==> src/rtl/fetch_predict.sv <==
// Instruction-fetch stage: pre-decodes the fetched word, predicts the next PC from a
// 2-bit counter table, and loads the IF/ID register. A resolved mispredict redirects fetch.
module fetch_predict #(
    parameter int                PC_W        = 64,
    parameter int                BHT_ENTRIES = 16,
    parameter logic [PC_W-1:0]   RESET_PC    = '0
) (
    input  logic             clk,
    input  logic             reset,
    input  logic             stall,
    output logic [PC_W-1:0]  imem_addr,
    input  logic [31:0]      imem_data,
    output logic [31:0]      if_instr,
    output logic [PC_W-1:0]  if_pc,
    output logic             if_pred_taken,
    output logic             if_valid,
    input  logic             resolve_valid,
    input  logic [PC_W-1:0]  resolve_pc,
    input  logic             resolve_taken,
    input  logic [PC_W-1:0]  resolve_target,
    input  logic             resolve_mispredict,
    output logic [31:0]      mispredict_count
);

    localparam int              IDX_W    = $clog2(BHT_ENTRIES);
    localparam logic [PC_W-1:0] PC_STEP  = PC_W'(4);
    localparam logic [1:0]      CTR_INIT = 2'b01;

    function automatic logic [1:0] ctr_inc(input logic [1:0] c);
        return (c == 2'b11) ? c : c + 2'b01;
    endfunction

    function automatic logic [1:0] ctr_dec(input logic [1:0] c);
        return (c == 2'b00) ? c : c - 2'b01;
    endfunction

    function automatic logic [31:0] count_sat_inc(input logic [31:0] c);
        return (c == 32'hFFFF_FFFF) ? c : c + 32'd1;
    endfunction

    logic [PC_W-1:0]         pc_p0;
    logic [1:0]              bht [BHT_ENTRIES];

    logic                    is_b_p0;
    logic                    is_cond_p0;
    logic signed [PC_W-1:0]  off_b_p0;
    logic signed [PC_W-1:0]  off_cond_p0;
    logic [PC_W-1:0]         target_p0;
    logic [PC_W-1:0]         seq_pc_p0;
    logic [PC_W-1:0]         pred_next_p0;
    logic                    pred_taken_p0;
    logic [IDX_W-1:0]        fetch_idx;
    logic [IDX_W-1:0]        resolve_idx;
    logic                    redirect;
    logic [PC_W-1:0]         redirect_pc;

    assign imem_addr = pc_p0;

    // Fetch stage (p0): pre-decode the returned word and form the predicted next PC
    assign is_b_p0     = (imem_data[31:26] == 6'b000101);
    assign is_cond_p0  = (imem_data[31:24] == 8'b0101_0100) || (imem_data[31:24] == 8'b1011_0100);
    assign off_b_p0    = {{(PC_W-28){imem_data[25]}}, imem_data[25:0], 2'b00};
    assign off_cond_p0 = {{(PC_W-21){imem_data[23]}}, imem_data[23:5], 2'b00};
    assign target_p0   = is_b_p0 ? (pc_p0 + off_b_p0) : (pc_p0 + off_cond_p0);
    assign seq_pc_p0   = pc_p0 + PC_STEP;

    assign fetch_idx     = pc_p0[IDX_W+1:2];
    assign resolve_idx   = resolve_pc[IDX_W+1:2];
    assign pred_taken_p0 = is_b_p0 | (is_cond_p0 & bht[fetch_idx][1]);
    assign pred_next_p0  = pred_taken_p0 ? target_p0 : seq_pc_p0;

    assign redirect    = resolve_valid & resolve_mispredict;
    assign redirect_pc = resolve_taken ? resolve_target : (resolve_pc + PC_STEP);

    // IF/ID boundary: PC, IF/ID register, predictor table and redirect counter
    always_ff @(posedge clk) begin
        if (reset) begin
            pc_p0            <= RESET_PC;
            if_instr         <= '0;
            if_pc            <= '0;
            if_pred_taken    <= 1'b0;
            if_valid         <= 1'b0;
            mispredict_count <= '0;
            for (int i = 0; i < BHT_ENTRIES; i++) begin
                bht[i] <= CTR_INIT;
            end
        end else begin
            if (redirect) begin
                pc_p0            <= redirect_pc;
                if_valid         <= 1'b0;
                mispredict_count <= count_sat_inc(mispredict_count);
            end else if (!stall) begin
                pc_p0         <= pred_next_p0;
                if_instr      <= imem_data;
                if_pc         <= pc_p0;
                if_pred_taken <= pred_taken_p0;
                if_valid      <= 1'b1;
            end
            // Table update ignores stall; a same-cycle fetch lookup sees the old counter
            if (resolve_valid) begin
                bht[resolve_idx] <= resolve_taken ? ctr_inc(bht[resolve_idx])
                                                  : ctr_dec(bht[resolve_idx]);
            end
        end
    end

endmodule

==> config.mk <==
export PLATFORM = sky130hd
export DESIGN_NAME = fetch_predict
export DESIGN_NICKNAME = d
export VERILOG_FILES = /design/src/rtl/fetch_predict.sv
export SDC_FILE = /design/constraint.sdc
export NUM_CORES = 1
export LEC_CHECK = 0
export CAP_MARGIN = 20
export CORE_ASPECT_RATIO = 0.9
export CORE_MARGIN = 5
export CORE_UTILIZATION = 55
export CTS_BUF_LIST = sky130_fd_sc_hd__clkbuf_2
export DETAILED_ROUTE_END_ITERATION = 10
export DONT_BUFFER_PORTS = 1
export PLACE_DENSITY = 0.7
export SETUP_SLACK_MARGIN = 0.1
export SLEW_MARGIN = 20
export SYNTH_ARGS = -nofsm -noshare
export SYNTH_HDL_FRONTEND = slang
export SYNTH_SLANG_ARGS = --single-unit
==> constraint.sdc <==
create_clock -name clk -period 14.9 [get_ports clk]
set_input_delay 0.745 -clock clk [delete_from_list [all_inputs] [get_ports clk]]
set_output_delay 0.745 -clock clk [all_outputs]
set_load 0.02 [all_outputs]
== Word-level counts from Yosys, hierarchy flattened ==
Memory sizes are Yosys's and may differ from the RTL's. A register that Yosys moved wholly into a read port is not among the register bits.
Cells that the tools add are included.

* Register bits: 194
* RAM bits: 32
* Input bits: 166
* Output and inout bits: 194
* Word-level logic and storage cells: 50
* Memories kept: 1

* Add/sub/neg operators: 7
* Equal/unequal tests: 6
* Mux-type cells: 18
* Bitwise logic cells: 6
* Reductions and logical operators: 6

{| class="wikitable"
|+ Memories
! name !! depth !! bits a word !! read ports !! clocked after Yosys merged registers in !! write ports !! RTL line !! source
|-
| bht || 16 || 2 || 2 || 1 || 16 || 42 || <nowiki>logic [1:0] bht [BHT_ENTRIES];</nowiki>
|}

{| class="wikitable"
|+ Operator list
! operator !! number
|-
| $mux 64 || 5
|-
| $add 64x3->64 const B || 2
|-
| $add 64x64->64 || 2
|-
| $add 32x1->32 const B || 1
|-
| $eq 32x32->1 const B || 1
|-
| $mux 4 || 3
|-
| $eq 8x7->1 const B || 1
|-
| $eq 8x8->1 const B || 1
|-
| $mux 2 || 4
|-
| $eq 6x3->1 const B || 1
|-
| $mux 1 || 6
|-
| $reduce_and 2->1 || 2
|-
| $reduce_or 2->1 || 2
|-
| $not 1->1 || 3
|-
| $add 2x1->2 const B || 1
|-
| $and 1x1->1 || 2
|-
| $eq 2x2->1 const B || 1
|-
| $logic_not 2->1 || 1
|-
| $ne 2x1->1 const B || 1
|-
| $sub 2x1->2 const B || 1
|-
| $logic_or 1x1->1 || 1
|-
| $or 1x1->1 || 1
|}

== Depth between registers and ports, before layout ==
* Depth after elaboration: 9
* Depth in mapped cells: 18

== Worst setup path before layout ==
OpenSTA, ideal clock, no wires.

* Kind: reg-to-reg
* Start point: reg with a tool-made name
* End point: reg pc_p0[55] (netlist: imem_addr[55])
* Arrival: 4.928 ns
* Data required time: 14.809 ns
* Slack: 9.881 ns
* Stages on the path, launching flop included: 17
* Path buffers: 1
* Period minus slack after synthesis: 5.019 ns
* Path through: dfxtp_1 > mux4_1 > mux4_2 > and2_1 > clkbuf_1 > a22o_1 > ha_1 > a21oi_1 > nand4b_1 > a2111oi_0 > o31ai_1 > a2111oi_2 > o21ai_1 > a21oi_2 > mux2_4 > or3_1 > a311oi_1

{| class="wikitable"
|+ RTL lines
! element !! RTL line !! source
|-
| end signal: assignment || 89 || <nowiki>pc_p0 <= redirect_pc;</nowiki>
|-
| end signal: assignment || 93 || <nowiki>pc_p0 <= pred_next_p0;</nowiki>
|-
| end: declaration || 41 || <nowiki>logic [PC_W-1:0] pc_p0;</nowiki>
|}

==> results.txt <==
status = complete, no violations
Clock Skews = 102 ps
Max H-tree Level = 2
Hold Fails Final Rpt = 0
clk sink count = 230
Mapped Nets = 2,088
final net count = 2,069
port buffer count = 0
latest clock arrival within the worst-skew pair = 960 ps
gate count after technology mapping = 1,891
reg2reg end = imem_addr[55]
IO Pins = 360
Worst Hold End = bht[2][0]
Pre-Repair DR Iteration Count = 6
Synth Warn # = 0
r2r setup slk = 8840 ps
starting density of the core = 55.7%
crit-path max FO = 20
Reg clk slew, reported paths = 110 ps
Max stage delay on crit path = 680 ps
post-route antenna net violation count = 0
CTS tree = yes
Die Wd = 181 um
worst hold path type = input port to register
drt via density = 6.46
mapped cell area = 0.0145 mm^2
via count = 14,624
GRT overflow = 0
largest net degree at the start of global routing = 168
Cell variety after synth = 78
FMAX = 0.165 GHz
total CTS buffers = 59
Worst slew margin = 29.5%
RSZ-0062 raised after global routing = false
R2R cell count = 15
number of flops mapped to enable cells by yosys = 32
first-pass GRT wire length = 78.7 mm
initial antenna violation count = 6
chip height = 164 um
WP buf/inv = 0
Hold Crit Depth = 2
dpl hpwl = 37.4 mm
Cell Pwr Density = 85.9 mW/mm^2
routed wire length per instance = 22.9 um
Slew @ Worst Pin = 1050 ps
most frequent cell after synthesis = nand2_1
Synth top area share = 27.4%
fraction of layout instances using a drive strength above 1 = 7.68%
Leak = 5.47 nW
worst-path cell chain = mux4_1, mux4_2, and2_1, a22o_1, ha_1, a21oi_1, nand4b_1, a2111oi_0, o31ai_1, a2111oi_2, o21ai_1, a21oi_2, mux2_4, or3_1, a311oi_1
register area share after synthesis = 34.0%
number of max-cap violations = 0
hold path start = resolve_pc[5]
Main synth FF type = dfxtp_1
Setup TNS Final = 0 ps
die area = 0.0297 mm^2
Core ar. = 0.0260 mm^2
Peak supply drop = 0.0498 mV
setup bufs post-CTS = 0
Synth area leader = dfxtp_1
vias in the first global route = 13,557
post-placement cell count = 2,112
clk root buf = clkbuf_2
Final period util = 40.7%
most instantiated cells after synthesis = nand2_1, dfxtp_1, nor2_1, a21oi_1, clkbuf_1
GP Congestion = 0.963
Finished Core Util = 59.6%
final setup vio count = 0
CTS resizes = 0
Avg Inst Size Synth = 7.66 um^2
dominant cells by area after synthesis = dfxtp_1, nand2_1, edfxtp_1, a21oi_1, nor2_1
Pins Over Slew Limit = 0
Crit Path Category = register to register
Final min period = 6060 ps
Critical Path Start Type = register
Total GRT Usage = 33.0%
FP Rows = 56
Data required, critical path = 15,710 ps
total routed wirelength = 51.9 mm
cell family with most CP delay = compound AO/OA/AOI/OAI gates
Setup crit end kind = register
Area growth syn-to-layout = 6.93%
ys async rst share = 0%
post-synthesis sequential element count = 230
Layout Cells excl Fill = 2,265
drt first-iter violations = 1,886
clk buf depth = 3
Crit-path slowest cell = a2111oi_0
WP data arrival = 6870 ps
residual DRC count = 0
## cell usage in the layout (no fill, tap or decap), drive strengths merged, types with 9 or more instances in the layout
cell         synthesis  routed
nand2              360     360
dfxtp              198     198
nor2               183     183
a21oi              170     170
clkbuf             118      83
o21ai               78      78
nand3               71      71
xnor2               68      68
a211oi              63      63
xor2                59      59
nand4               46      46
dlygate4sd3          0      46
nor3                41      41
edfxtp              32      32
ha                  30      30
nor4                29      29
inv                 25      27
mux2i               25      25
and3                25      25
or3                 21      21
a21o                20      20
a22o                19      19
clkinv               0      18
mux4                15      15
o211ai              13      13
o22ai               13      13
a311oi              12      12
and2                12      12
buf                 20      12
nand2b              11      11
or4                 10      10
nor2b                9       9
## registers in the layout, indices dropped and copies added (netlist names), named ones only
register          cells
imem_addr            64
if_valid              1
if_instr             32
mispredict_count     32
if_pred_taken         1
if_pc                64
bht                  32
## area by class of cell
type / count / area [um^2]
Tap cell: 348 / 435
Inverter: 25 / 93.8
Clock buffer: 83 / 415
Clock inverter: 20 / 92.6
Antenna cell: 3 / 7.51
Sequential cell: 230 / 4920
Fill cell: 2442 / 10500
Timing Repair Buffer: 58 / 571
Multi-Input combinational cell: 1498 / 8940
## cells by family after synthesis
logic type      share of synthesized area [%]
compound gates                           19.3
xor+xnor                                 7.68
fa+ha+maj                                2.73
buf+inv                                  4.39
flops                                    34.0
mux                                      4.81
simple gates                             27.0
## per-layer routing
| metal | vias to the layer above | wire length, um | GRT usage (%) |
|---|---|---|---|
| met5 | - | 13 | 0 |
| met4 | 2 | 1770 | 11.1 |
| met3 | 142 | 6760 | 10.3 |
| met2 | 961 | 22900 | 50.9 |
| met1 | 6769 | 20500 | 44.4 |
| li1 | 6750 | - | - |
## power breakdown
group	switching [mW]	internal, mW	leakage (nW)
registers	0.0701	0.654	1.90
clock network	0.275	0.154	0.389
logic	0.108	0.0698	3.17
total	0.453	0.878	5.47
## how the worst max path moves through the flow
stage / startpoint / to / slack (ps) / depth (start not counted)
3_3_place_gp: imem_data[31] / imem_addr[55] / 9180 / 15
3_5_place_dp: imem_data[31] / imem_addr[60] / 9080 / 16
2_1_floorplan: register / imem_addr[55] / 9880 / 16
6_report: register / imem_addr[55] / 8840 / 15
4_1_cts: register / imem_addr[55] / 8970 / 15
5_1_grt: register / imem_addr[55] / 8620 / 15
## worst reg2reg max path: stages (launching register included)
cell and delay (ps):
dfxtp_1 450, mux4_1 590, mux4_2 580, and2_1 440
a22o_1 380, ha_1 280, a21oi_1 80, nand4b_1 210
a2111oi_0 680, o31ai_1 240, a2111oi_2 620, o21ai_1 170
a21oi_2 290, mux2_4 340, or3_1 300, a311oi_1 270
## what timing repair did
item	in CTS	in global routing
setup endpoints to repair	0	0
hold buffers	46	1
endpoints found under the hold margin	184	1
## per-stage QoR
step | area, um^2 | power [mW] | setup WS (ps) | hold WS, ps
detailed placement | 14500 | 0.892 | 9080 | 549
global route | 15500 | 1.39 | 8620 | 23.1
floorplan | 14500 | 0.854 | 9880 | 535
finish | 15500 | 1.33 | 8840 | 43.8
CTS | 15500 | 1.33 | 8970 | 2.83
global placement | 14500 | 0.889 | 9180 | 544
Power figures use the tool's default switching activity.
